**src/rtl/fetch_ctrl.sv**
```systemverilog
// fetch_ctrl: single-outstanding instruction fetch sequencer.
// Walks IDLE -> REQ -> WAIT -> HOLD, presenting one instruction at a time to
// decode and redirecting on branch. Responses that belong to a redirected
// fetch are dropped through the kill flag.
// Optional build macro FETCH_CTRL_TRAP_EN: misaligned redirect targets go to
// TRAP_VECTOR and raise a one-cycle trap pulse. Without it the low two target
// bits are cleared and trap stays 0.
module fetch_ctrl #(
  parameter logic [31:0] RESET_VECTOR = 32'h0000_0000,
  parameter logic [31:0] TRAP_VECTOR  = 32'h0000_0100
) (
  input  logic        clk,
  input  logic        rst_n,
  input  logic        branch,
  input  logic [31:0] pc_next,
  input  logic        stall,
  output logic        imem_req,
  output logic [31:0] imem_addr,
  input  logic        imem_gnt,
  input  logic        imem_rvalid,
  input  logic [31:0] imem_rdata,
  output logic        instr_valid,
  output logic [31:0] instr,
  output logic [31:0] pc,
  output logic        trap
);

  typedef enum logic [1:0] {
    S_IDLE = 2'b00,
    S_REQ  = 2'b01,
    S_WAIT = 2'b10,
    S_HOLD = 2'b11
  } state_t;

  state_t      state_r;
  state_t      state_s;
  logic [31:0] fetch_pc_r;
  logic [31:0] fetch_pc_s;
  logic        kill_r;
  logic        kill_s;
  logic        valid_r;
  logic        valid_s;
  logic        capture_s;
  logic        req_r;
  logic        trap_r;
  logic [31:0] instr_r;
  logic [31:0] pc_r;
  logic [31:0] target_s;
  logic        misaligned_s;

`ifdef FETCH_CTRL_TRAP_EN
  assign misaligned_s = (pc_next[1:0] != 2'b00);
  assign target_s     = misaligned_s ? TRAP_VECTOR : pc_next;
`else
  logic unused_s;
  assign misaligned_s = 1'b0;
  assign target_s     = {pc_next[31:2], 2'b00};
  assign unused_s     = ^{pc_next[1:0], TRAP_VECTOR};
`endif

  // Next-state, next fetch pc and kill/valid bookkeeping for the fetch FSM.
  always_comb begin
    state_s    = state_r;
    fetch_pc_s = fetch_pc_r;
    kill_s     = kill_r;
    valid_s    = valid_r;
    capture_s  = 1'b0;
    case (state_r)
      S_IDLE: begin
        state_s = S_REQ;
        if (branch) begin
          fetch_pc_s = target_s;
        end else begin
          fetch_pc_s = fetch_pc_r;
        end
      end
      S_REQ: begin
        if (branch) begin
          fetch_pc_s = target_s;
          if (imem_gnt) begin
            // Request already accepted: its response must be dropped.
            kill_s  = 1'b1;
            state_s = S_WAIT;
          end else begin
            state_s = S_REQ;
          end
        end else if (imem_gnt) begin
          state_s = S_WAIT;
        end else begin
          state_s = S_REQ;
        end
      end
      S_WAIT: begin
        if (imem_rvalid) begin
          kill_s = 1'b0;
          if (kill_r || branch) begin
            state_s = S_REQ;
            if (branch) begin
              fetch_pc_s = target_s;
            end else begin
              fetch_pc_s = fetch_pc_r;
            end
          end else begin
            capture_s  = 1'b1;
            valid_s    = 1'b1;
            fetch_pc_s = fetch_pc_r + 32'd4;
            state_s    = S_HOLD;
          end
        end else begin
          state_s = S_WAIT;
          if (branch) begin
            fetch_pc_s = target_s;
            kill_s     = 1'b1;
          end else begin
            kill_s = kill_r;
          end
        end
      end
      S_HOLD: begin
        if (branch) begin
          // Redirect wins over stall: the held instruction is squashed.
          valid_s    = 1'b0;
          fetch_pc_s = target_s;
          state_s    = S_REQ;
        end else if (!stall) begin
          valid_s = 1'b0;
          state_s = S_REQ;
        end else begin
          state_s = S_HOLD;
        end
      end
      default: begin
        state_s    = S_IDLE;
        fetch_pc_s = RESET_VECTOR;
        kill_s     = 1'b0;
        valid_s    = 1'b0;
      end
    endcase
  end

  // Control state: FSM, fetch pc, kill flag and registered request/trap/valid.
  always_ff @(posedge clk or negedge rst_n) begin
    if (!rst_n) begin
      state_r    <= S_IDLE;
      fetch_pc_r <= RESET_VECTOR;
      kill_r     <= 1'b0;
      valid_r    <= 1'b0;
      req_r      <= 1'b0;
      trap_r     <= 1'b0;
    end else begin
      state_r    <= state_s;
      fetch_pc_r <= fetch_pc_s;
      kill_r     <= kill_s;
      valid_r    <= valid_s;
      req_r      <= (state_s == S_REQ);
      trap_r     <= branch & misaligned_s;
    end
  end

  // Instruction/pc capture when an un-killed response arrives in WAIT.
  always_ff @(posedge clk or negedge rst_n) begin
    if (!rst_n) begin
      instr_r <= 32'h0000_0000;
      pc_r    <= 32'h0000_0000;
    end else if (capture_s) begin
      instr_r <= imem_rdata;
      pc_r    <= fetch_pc_r;
    end else begin
      instr_r <= instr_r;
      pc_r    <= pc_r;
    end
  end

  assign imem_req    = req_r;
  assign imem_addr   = fetch_pc_r;
  assign instr_valid = valid_r;
  assign instr       = instr_r;
  assign pc          = pc_r;
  assign trap        = trap_r;

endmodule

```
**config.mk**
```make
export PLATFORM = sky130hd
export DESIGN_NAME = fetch_ctrl
export DESIGN_NICKNAME = d
export VERILOG_FILES = /design/src/rtl/fetch_ctrl.sv
export SDC_FILE = /design/constraint.sdc
export NUM_CORES = 1
export LEC_CHECK = 0
export ABC_AREA = 1
export BUFFER_PORTS_ARGS = -buffer_cell sky130_fd_sc_hd__buf_2
export CAP_MARGIN = 20
export CORE_MARGIN = 10
export CORE_UTILIZATION = 47
export DETAILED_ROUTE_END_ITERATION = 16
export GPL_ROUTABILITY_DRIVEN = 0
export PLACE_DENSITY = 0.76
export SLEW_MARGIN = 20
export SYNTH_ARGS = -nofsm -noshare
export SYNTH_HDL_FRONTEND = slang
export SYNTH_SLANG_ARGS = --single-unit
```
**constraint.sdc**
```tcl
create_clock -name clk -period 4.1 [get_ports clk]
set_clock_uncertainty 0.05 [all_clocks]
set_input_delay 0.615 -clock clk [delete_from_list [all_inputs] [get_ports clk]]
set_output_delay 0.615 -clock clk [all_outputs]
set_load 0.02 [all_outputs]
```
Word level (Yosys, flattened, before mapping)
Index checks and enable logic that the tools add are counted.

Bits in registers: 101. Bits in latches: 0. RAM bits: 0. Bits in read-only memories: 0. Output and inout port bits: 99. Word-level logic and storage cells: 48. Memories: 0.

$add $sub $neg: 1. Multiply operators: 0. Div/mod/pow operators: 0. Order comparisons: 0. Equal/unequal tests: 10. Shift-type cells: 0. Muxes and demuxes: 23. Bitwise logic cells: 0. Reductions and logical operators: 7.

Operator list (number): 2-to-1 mux 32 bit (3); case mux 32 bit (2 select lines) (1); adder 32 x 3 -> 32 bit, second input constant (1); 2-to-1 mux 1 bit (11); 2-to-1 mux 2 bit (5); inequality test 2 bit, second input constant (4); case mux 2 bit (4 select lines) (1); AND reduction 4 bit (2); inequality test 3 bit, second input constant (2); equality test 2 x 1 -> 1 bit, second input constant (2); equality test 2 bit, second input constant (2); case mux 1 bit (2 select lines) (2); nonzero test 2 bit (2); OR reduction 3 bit (1); logical NOT 2 bit (1); logical OR 1 bit (1).

Depth between registers and ports, before layout
Gate-level depths: netlist of run 1.

Word-level depth: 5. Depth in mapped cells: 9.

Worst setup path before layout of run 1
No wires, ideal clock.

Path kind: input to register. From: input branch. To: register fetch_pc_r[14] (netlist: imem_addr[14]). Library setup time: 0.127 ns. Data arrival time: 1.438 ns. Slack: 2.485 ns. Stages on the path: 8. Path buffers: 2. Cell sequence: buf_2 > nor2_2 > nand2_2 > inv_4 > buf_6 > nand2_1 > o211ai_1 > o21ai_1.

Longest elaborated chain between the ends: 4.

Ends and longest elaborated chain: start: declaration (line 14) `input logic branch,`; 2-to-1 mux 32 bit / logical OR 1 bit (equally long branches); 2-to-1 mux 32 bit (line 96) `if (kill_r || branch) begin`; 2-to-1 mux 32 bit (line 94) `if (imem_rvalid) begin`; case mux 32 bit (2 select lines) (*) (line 68) `case (state_r)`; via fetch_pc_s[14] (line 38) `logic [31:0] fetch_pc_s;`; end signal: assignment (line 152) `fetch_pc_r <= fetch_pc_s;`; end: declaration (line 37) `logic [31:0] fetch_pc_r;`.

The timed path passes the listed nets; every way through them passes the cells marked *. A chain may end at the register's enable or synchronous reset.

Worst setup path in the final report of run 1
From: register state_r[0]. To: register fetch_pc_r[14] (netlist: imem_addr[14]).

Longest elaborated chain between the ends: 3.

Ends and longest elaborated chain: start: declaration (line 35) `state_t state_r;`; start signal: assignment (line 151) `state_r <= state_s;`; equality test 2 bit (tied with other cells) (line 68); OR reduction 3 bit (no source line); case mux 32 bit (2 select lines) (*) (line 68); via fetch_pc_s[14] (line 38).

Marks and branches as above.

==> results of run 1 <==
-- cells by family after synthesis --
group	after synthesis	synth area share
fa+ha+maj	1	0.00255
other cells	1	0.000765
buf+inv	78	0.0697
flops	101	0.516
simple gates	360	0.313
compound gates	76	0.0924
xor+xnor	3	0.00536
-- final cells by class --
type / count / area share
flip-flops and latches: 101 / 0.422
multi-input cells: 441 / 0.340
repair buffers: 169 / 0.143
inverters: 50 / 0.0318
well taps: 136 / 0.0284
clock buffers: 13 / 0.0266
clock inverters: 3 / 0.00732
-- cells in the final DEF (no fill, tap or decap), drive strengths merged, types with 2 or more instances in the layout --
cell      n
o21ai    42
nand3    38
dfrtp   101
clkinv    2
inv      50
a22oi     2
nand2   254
clkbuf   13
nand4     6
xor2      3
nor3      2
nor2     57
a21oi     9
o211ai   17
buf     169
or2       3
-- state kept, by name, summed over array words and instances (netlist names) --
signal       flops
imem_addr       32
imem_req         1
instr           32
instr_valid      1
kill_r           1
pc              32
state_r          2
-- through the flow --
stage	hold WS, ns	setup WS (ns)	std cells
after floorplan	0.269	2.49	620
after global placement	0.401	1.57	897
after detailed placement	0.410	1.48	897
after CTS	0.300	1.70	913
after global routing	0.320	1.42	913
final	0.279	1.70	913
-- worst max-delay path, cell delays in order, from the launching register on --
cell      delay, ns
dfrtp_1        0.40
inv_1          0.07
nand2_1        0.08
nor2_2         0.15
nand2_4        0.37
inv_4          0.68
nand2_1        0.20
o211ai_1       0.15
o21ai_1        0.09
-- per-layer routing --
layer | share of wire | vias up | GRT usage
met2 | 0.45 | 173 | 0.284
li1 | - | 2263 | -
met1 | 0.42 | 2122 | 0.226
met5 | 0.00050 | - | 0
met4 | 0.016 | 2 | 0.0611
met3 | 0.11 | 21 | 0.0846
-- final timing paths --
kind,start,endpoint,slack (ns),depth (start not counted)
worst max-delay path,state_r[0],imem_addr[14],1.70,8
min in group clk,imem_rdata[29],instr[29],0.38,3
worst min-delay path,rst_n,imem_addr[7],0.28,2
max in group asynchronous,rst_n,imem_addr[17],3.18,2
worst max register to register,state_r[0],imem_addr[14],1.70,8
worst min register to register,instr_valid,instr_valid,0.43,2
-- power by group through the flow --
stage          Combinational [W]  Clock [W]  Sequential, W
4_1_cts                  0.00116   0.000669        0.00146
5_1_grt                  0.00126   0.000706        0.00150
6_report                 0.00114   0.000657        0.00146
3_5_place_dp             0.00116          0        0.00147
3_3_place_gp             0.00114          0        0.00146
2_1_floorplan           0.000360          0        0.00181
==> key figures, run 1 <==
GRT
  • Initial antenna violation count: 2
  • Number of global-route vias before repair: between 4k and 5k
  • Largest net degree at the start of global routing: between 70 and 80
  • Total GRT Usage: 0.185
  • Remaining Overflow, GRT: 0
  • First-pass GRT wire length: 22300 microns

Timing
  • Slew headroom: 0.352
  • Final setup fails: 0
  • Final Slew Violations: 0
  • Unrepaired setup endpoints after global routing: false
  • Max Fclk: 416 MHz
  • Setup TNS: 0 ns
  • Period utilisation layout: 0.586
  • Final hold vios: 0
  • Slew at the pin closest to its max-slew limit: 0.971 ns
  • Min Tclk post-route: 2.40 ns

Yosys
  • Post-synth EDFFs: 0
  • Area contributors post-synth: dfrtp_1, nand2_1, inv_1, nand3_1, nor2_1
  • Async SR Flop Fraction: 1.00
  • Syn nets: 691
  • Cells after synthesis: 620
  • Yosys top cell by area: dfrtp_1
  • Yosys reg bits: 101
  • Post-synth cell types: 36
  • Netlist Area Pre-Place: 4900 sq um
  • Synth top area share: 0.516
  • Synth Flop Type: dfrtp_1
  • Synth top cells by count: nand2_1, dfrtp_1, inv_1
  • Synthesis Warnings: 0
  • Top-count cell post-synth: nand2_1
  • Synthesized area per cell: roughly 8 sq um
  • Seq/Total Area, Yosys: 0.516

Cells and area
  • Design Area, Final: 5980 sq um
  • Diodes inserted: 0
  • Fillers: roughly 960
  • Layout cells sized above 1: 0.273
  • Final net count: ~840
  • Multi-input logic area: about 2000 sq um
  • Utilization after layout: 0.585
  • Layout area overhead: 22.1%
  • Seq. cell area: between 2000 and 3000 sq um

Power
  • PD cells: 544 nW/um^2
  • Clk pwr share: 0.202
  • Maximum VDD drop: 0.318 mV
  • Pint: 0.00198 W
  • Power share of the sequential group: 0.449
  • Gate power share: 0.349
  • Sw Ratio: 0.392
  • Final Total Pwr: approximately 0.0033 W
  • Leak pwr: between 3 and 4 nW
  • Net switching power: roughly 0.0013 W

Critical path
  • CP Capture Type: register
  • Setup Crit Path Kind: register to register
  • Crit path DAT: 2.61 ns
  • CP Launch Type: register
  • Critical Path Fanout Max: just over 70
  • Critical Path RT: 4.30 ns

Min path
  • HP Class: primary input to asynchronous set/reset pin

Floorplanning
  • Starting Density: 0.479
  • Top-Level Pins: approximately 170
  • Die area: 14900 sq um
  • Rows: 37
  • Die width: approximately 120 microns
  • Die H: approximately 120 microns
  • Core Area: about 10000 sq um

Routing
  • Final ANT Viol Nets: 0
  • Wire per inst: 15.3 microns
  • Total Wirelength: approximately 14000 microns
  • Drt via density: about 5
  • TritonRoute pass-1 iters: 5
  • DR vias: 4581
  • DRT iter0 DRCs: between 300 and 400
  • Post-route DRC: 0

Clock tree
  • Num CTS Buffers: 9
  • CTS H-tree depth: 3
  • Cts hold-fix bufs: 0
  • Resize count post-CTS: 0
  • Clock sinks: ~100
  • TritonCTS clock tree: built
  • Worst skew pair latency: between 0.3 and 0.4 ns
  • Worst-path clk slew: about 0.1 ns
  • Setup Fix Bufs, Post-CTS: 0
  • Max Root-Sink Buffers: 2
  • Cell at the root of the clock tree: clkbuf_8

Place
  • Final HPWL DP: between 10000 and 15000 microns
  • PortBufs: ~170
  • Dpl cell area: slightly below 6000 sq um

Run
  • Max-cap violations: 0

Status
  • Status: completed
Note: power is estimated with default switching activity, not from simulation.
==> run 2: changes to the inputs <==
==> constraint.sdc (replaced) <==
create_clock -name clk -period 2.46 [get_ports clk]
set_clock_uncertainty 0.05 [all_clocks]
set_input_delay 0.369 -clock clk [delete_from_list [all_inputs] [get_ports clk]]
set_output_delay 0.369 -clock clk [all_outputs]
set_load 0.02 [all_outputs]
==> key figures, run 2 (synthesized netlist as in run 1, its figures left out) <==
Cells and area
  • Layout cells sized above 1: 0.277 (was 0.273)
  • Utilization after layout: 0.589 (was 0.585)
  • Commonest non-fill, non-tap cells in the layout: nand2_1, buf_2, dfrtp_1 (unchanged)
  • Final net count: 846 (was 843)
  • Fillers: 969 (was 957)
  • Multi-input logic area: 2040 sq um (unchanged)
  • Most common cell after layout, fill and taps aside: nand2_1 (unchanged)
  • Layout area overhead: 23.0% (was 22.1%)
  • Diodes inserted: 0 (unchanged)
  • Seq. cell area: 2530 sq um (unchanged)

Timing
  • Min Tclk post-route: 2.03 ns (was 2.40 ns)
  • Max Fclk: 492 MHz (was 416 MHz)
  • Slew at the pin closest to its max-slew limit: 0.607 ns (was 0.971 ns)
  • Setup TNS: 0 ns (unchanged)
  • Unrepaired setup endpoints after global routing: false (unchanged)
  • Period utilisation layout: 0.826 (was 0.586)
  • Final setup fails: 0 (unchanged)
  • Final Slew Violations: 0 (unchanged)
  • Final hold vios: 0 (unchanged)
  • Slew headroom: 0.595 (was 0.352)
  • Worst setup margin: 0.427 ns (was 1.70 ns)
  • Worst hold slack: 0.129 ns (was 0.279 ns)

Power
  • Net switching power: 0.00222 W (was 0.00128 W)
  • Clk pwr share: 0.192 (was 0.202)
  • Maximum VDD drop: 0.451 mV (was 0.318 mV)
  • Sw Ratio: 0.412 (was 0.392)
  • Gate power share: 0.354 (was 0.349)
  • Final Total Pwr: 0.00539 W (was 0.00326 W)
  • Power share of the sequential group: 0.453 (was 0.449)
  • PD cells: 894 nW/um^2 (was 544 nW/um^2)
  • Leak pwr: 3.30 nW (was 3.29 nW)
  • Pint: 0.00317 W (was 0.00198 W)

Routing
  • DRT iter0 DRCs: 321 (was 311)
  • Drt via density: 5.07 (was 5.02)
  • Final ANT Viol Nets: 0 (unchanged)
  • Post-route DRC: 0 (unchanged)
  • Wire per inst: 15.6 microns (was 15.3 microns)
  • Total Wirelength: 14300 microns (was 14000 microns)
  • TritonRoute pass-1 iters: 5 (unchanged)
  • DR vias: 4640 (was 4581)

Floorplanning
  • Die width: 122 microns (unchanged)
  • Starting Density: 0.479 (unchanged)
  • Rows: 37 (unchanged)
  • Top-Level Pins: 169 (unchanged)
  • Die area: 14900 sq um (unchanged)
  • Core Area: 10200 sq um (unchanged)
  • Die H: 122 microns (unchanged)

Critical path
  • Crit path DAT: 2.29 ns (was 2.61 ns)
  • R2R depth: 8 (unchanged)
  • Critical Path Fanout Max: 43 (was 72)
  • R2r setup slk: 0.43 ns (was 1.70 ns)
  • Setup Crit Path Kind: register to register (unchanged)
  • CP Launch Type: register (unchanged)
  • CP Capture Type: register (unchanged)
  • Critical Path RT: 2.72 ns (was 4.30 ns)

Min path
  • Hold path depth: 3
  • HP Class: primary input to register (was primary input to asynchronous set/reset pin)

Status
  • Status: completed (unchanged)

Clock tree
  • Num CTS Buffers: 9 (unchanged)
  • Clock sinks: 101 (unchanged)
  • TritonCTS clock tree: built (unchanged)
  • CTS H-tree depth: 3 (unchanged)
  • Worst-path clk slew: 0.11 ns (was 0.10 ns)
  • Worst skew pair latency: 0.37 ns (was 0.36 ns)
  • Cell at the root of the clock tree: clkbuf_8 (unchanged)
  • Max Root-Sink Buffers: 2 (unchanged)

GRT
  • Total GRT Usage: 0.191 (was 0.185)
  • First-pass GRT wire length: 23300 microns (was 22300 microns)
  • Number of global-route vias before repair: 4793 (was 4550)
  • Remaining Overflow, GRT: 0 (unchanged)
  • Initial antenna violation count: 2 (unchanged)
  • Largest net degree at the start of global routing: 98 (was 73)

Place
  • PortBufs: 165 (unchanged)
  • Worst slack, placed: 0.432 ns (was 1.48 ns)
  • Final HPWL DP: 10700 microns (was 10300 microns)

Run
  • Max-cap violations: 0 (unchanged)
==> run 2: layer usage <==
metal / share of wire / track usage
met2: 0.46 / 0.311
met3: 0.10 / 0.0782
met4: 0.013 / 0.0493
met1: 0.43 / 0.230
met5: 0.00049 / 0
==> run 2: repair_timing <==
| action | in CTS | in global routing |
|---|---|---|
| hold endpoints to repair | 23 | 0 |
| hold buffers | 1 | 0 |
| resized for setup | 0 | 0 |
| setup buffers | 0 | 0 |
==> run 2: area by class of cell <==
type | count | share of cell area
Sequential cell | 101 | 0.419
Multi-Input combinational cell | 441 | 0.338
Timing Repair Buffer | 172 | 0.151
Inverter | 50 | 0.0316
Tap cell | 136 | 0.0282
Clock buffer | 9 | 0.0206
Clock inverter | 7 | 0.0116
==> run 2: final timing paths <==
check	startpoint	to
max reg2reg	state_r[0]	instr[13]
max in group asynchronous	rst_n	imem_addr[13]
min	imem_rdata[26]	instr[26]
max	state_r[0]	instr[13]
min reg2reg	instr_valid	instr_valid
min in group asynchronous	rst_n	pc[13]
==> run 2: stage by stage <==
stage,instance area (sq um),cells
after floorplan,4900,620
after global placement,5820,899
after detailed placement,5820,899
after CTS,6030,916
after global routing,6030,916
final,6030,916
==> run 2: critical path, stage by stage, from the launching register on <==
cell,delay (ns)
dfrtp_1,0.41
inv_1,0.07
nand2_1,0.09
nor2_2,0.16
nand2_4,0.21
inv_4,0.41
buf_4,0.38
nand2_1,0.10
nand2_1,0.08
==> run 2: power by group through the flow <==
stage	logic [W]	clock network [W]	registers [W]
detailed placement	0.00195	0	0.00246
global route	0.00212	0.00113	0.00250
global placement	0.00190	0	0.00243
CTS	0.00195	0.00107	0.00244
floorplan	0.000600	0	0.00301
finish	0.00191	0.00104	0.00244
==> run 3: changes to the inputs <==
--- a/config.mk
+++ b/config.mk
@@ -9,7 +9,7 @@
 export BUFFER_PORTS_ARGS = -buffer_cell sky130_fd_sc_hd__buf_2
 export CAP_MARGIN = 20
 export CORE_MARGIN = 10
-export CORE_UTILIZATION = 47
+export CORE_UTILIZATION = 45
 export DETAILED_ROUTE_END_ITERATION = 16
 export GPL_ROUTABILITY_DRIVEN = 0
 export PLACE_DENSITY = 0.76
==> constraint.sdc (replaced) <==
create_clock -name clk -period 1.79 [get_ports clk]
set_clock_uncertainty 0.05 [all_clocks]
set_input_delay 0.2685 -clock clk [delete_from_list [all_inputs] [get_ports clk]]
set_output_delay 0.2685 -clock clk [all_outputs]
set_load 0.02 [all_outputs]
==> key figures, run 3 (synthesized netlist as in run 1, its figures left out) <==
Floorplanning
  • Rows: 38 (was 37)
  • Die H: 124 microns (was 122 microns)
  • Core Area: 10700 sq um (was 10200 sq um)
  • Die width: 124 microns (was 122 microns)
  • Top-Level Pins: 169 (unchanged)
  • Starting Density: 0.456 (was 0.479)
  • Die area: 15500 sq um (was 14900 sq um)

GRT
  • Largest net degree at the start of global routing: 53 (was 98)
  • Total GRT Usage: 0.186 (was 0.191)
  • Remaining Overflow, GRT: 0 (unchanged)
  • Number of global-route vias before repair: 4848 (was 4793)
  • Initial antenna violation count: 1 (was 2)
  • First-pass GRT wire length: 24200 microns (was 23300 microns)

Critical path
  • WP depth: 8 (unchanged)
  • Slowest-stage cell, CP: dfrtp_1 (unchanged)
  • Critical Path Fanout Max: 5 (was 43)
  • Setup Crit Path Kind: register to register (unchanged)
  • CP bufs+invs: 0 (was 3)
  • R2R depth: 8 (unchanged)
  • CP Launch Type: register (unchanged)
  • CP max stage delay: 0.43 ns (was 0.41 ns)
  • CP Capture Type: register (unchanged)
  • Crit path DAT: 1.88 ns (was 2.29 ns)
  • Critical Path RT: 2.01 ns (was 2.72 ns)
  • Cell chain of the critical path: ha_1 > nand2_1 > nor2_4 > nand3_4 > nor2_2 > nand3_1 > nand2_1 > nand3_1 (was inv_1 > nand2_1 > nor2_2 > nand2_4 > inv_4 > buf_4 > nand2_1 > nand2_1)
  • Delay-heaviest family, CP: simple AND/OR/NAND/NOR gates (was buffers and inverters)

Clock tree
  • Worst skew pair latency: 0.38 ns (was 0.37 ns)
  • Num CTS Buffers: 9 (unchanged)
  • Clock sinks: 101 (unchanged)
  • Worst-path clk slew: 0.11 ns (about the same)
  • TritonCTS clock tree: built (unchanged)
  • Cell at the root of the clock tree: clkbuf_8 (unchanged)
  • Max Root-Sink Buffers: 2 (unchanged)
  • CTS H-tree depth: 3 (unchanged)

Routing
  • Post-route DRC: 0 (unchanged)
  • DR vias: 4654 (was 4640)
  • TritonRoute pass-1 iters: 4 (was 5)
  • Total Wirelength: 14500 microns (was 14300 microns)
  • Wire per inst: 15.6 microns (about the same)
  • Drt via density: 5.00 (was 5.07)
  • Final ANT Viol Nets: 0 (unchanged)
  • DRT iter0 DRCs: 270 (was 321)

Run
  • Max-cap violations: 0 (unchanged)

Timing
  • Max Fclk: 601 MHz (was 492 MHz)
  • Final hold vios: 0 (unchanged)
  • Final setup fails: 0 (unchanged)
  • Min Tclk post-route: 1.66 ns (was 2.03 ns)
  • Period utilisation layout: 0.929 (was 0.826)
  • Unrepaired setup endpoints after global routing: false (unchanged)
  • Final Slew Violations: 0 (unchanged)
  • Setup TNS: 0 ns (unchanged)

Power
  • PD cells: 1210 nW/um^2 (was 894 nW/um^2)
  • Maximum VDD drop: 0.629 mV (was 0.451 mV)
  • Leak pwr: 3.35 nW (was 3.30 nW)

Place
  • PortBufs: 165 (unchanged)
  • Final HPWL DP: 11200 microns (was 10700 microns)

Cells and area
  • Fillers: 994 (was 969)
  • Final net count: 856 (was 846)
  • Diodes inserted: 0 (unchanged)
  • Utilization after layout: 0.569 (was 0.589)
  • Most common cell after layout, fill and taps aside: nand2_1 (unchanged)
  • Layout area overhead: 24.8% (was 23.0%)
  • Layout cells sized above 1: 0.286 (was 0.277)
  • Commonest non-fill, non-tap cells in the layout: nand2_1, buf_2, dfrtp_1 (unchanged)

Min path
  • HP Class: primary input to register (unchanged)
  • Hold path depth: 3 (unchanged)

Status
  • Status: completed (unchanged)
run 3: path summary, 6_finish.rpt:
| check | start | endpoint | slack, ns |
|---|---|---|---|
| min reg2reg | instr_valid | instr_valid | 0.43 |
| max reg2reg | imem_addr[2] | imem_addr[26] | 0.13 |
| min in group asynchronous | rst_n | imem_addr[10] | 0.29 |
| max in group asynchronous | rst_n | pc[23] | 0.84 |
| max | imem_addr[2] | imem_addr[26] | 0.13 |
| min | imem_rdata[27] | instr[27] | 0.03 |
run 3: cell type report:
type / count / area [sq um] / area share
repair buffers: 182 / 1000 / 0.164
flip-flops and latches: 101 / 2530 / 0.413
well taps: 140 / 175 / 0.0286
inverters: 50 / 195 / 0.0319
multi-input cells: 441 / 2040 / 0.333
clock buffers: 9 / 124 / 0.0202
clock inverters: 7 / 56.3 / 0.00920
run 3: what timing repair did:
action / in CTS / in global routing
resized for setup: 0 / 4
setup buffers: 0 / 1
hold endpoints to repair: 23 / 0
hold buffers: 1 / 0
endpoints found under the setup margin: 0 / 36
run 3: worst reg2reg max path, stage by stage (launching register included):
cell and delay (ns):
dfrtp_1 0.43, ha_1 0.19, nand2_1 0.10, nor2_4 0.16, nand3_4 0.13, nor2_2 0.24, nand3_1 0.11, nand2_1 0.07
nand3_1 0.07
run 3: per-stage QoR:
stage	worst slack [ns]	instances	power [W]	hold slack, ns	instance area (sq um)
2_1_floorplan	0.209	620	0.00497	-0.0771	4900
3_3_place_gp	0.180	912	0.00598	0.153	5910
3_5_place_dp	0.0540	912	0.00609	0.157	5910
4_1_cts	0.0379	929	0.00748	0.0166	6100
5_1_grt	0.00873	930	0.00789	0.0207	6120
6_report	0.126	930	0.00740	0.0310	6120
run 3: power breakdown:
| part | switching (W) | internal (W) | leakage (nW) | total [W] |
|---|---|---|---|---|
| Combinational | 0.00175 | 0.000901 | 1.99 | 0.00265 |
| Sequential | 0.000427 | 0.00293 | 1.27 | 0.00336 |
| Clock | 0.000866 | 0.000523 | 0.0842 | 0.00139 |
run 3: layer usage:
metal | part of all wire | wire length (microns) | up-vias | global-route usage
li1 | - | - | 2286 | -
met1 | 0.42 | 6180 | 2169 | 0.224
met2 | 0.46 | 6630 | 175 | 0.293
met3 | 0.10 | 1480 | 24 | 0.0728
met4 | 0.018 | 255 | 0 | 0.0713
met5 | 0 | 0 | - | 0
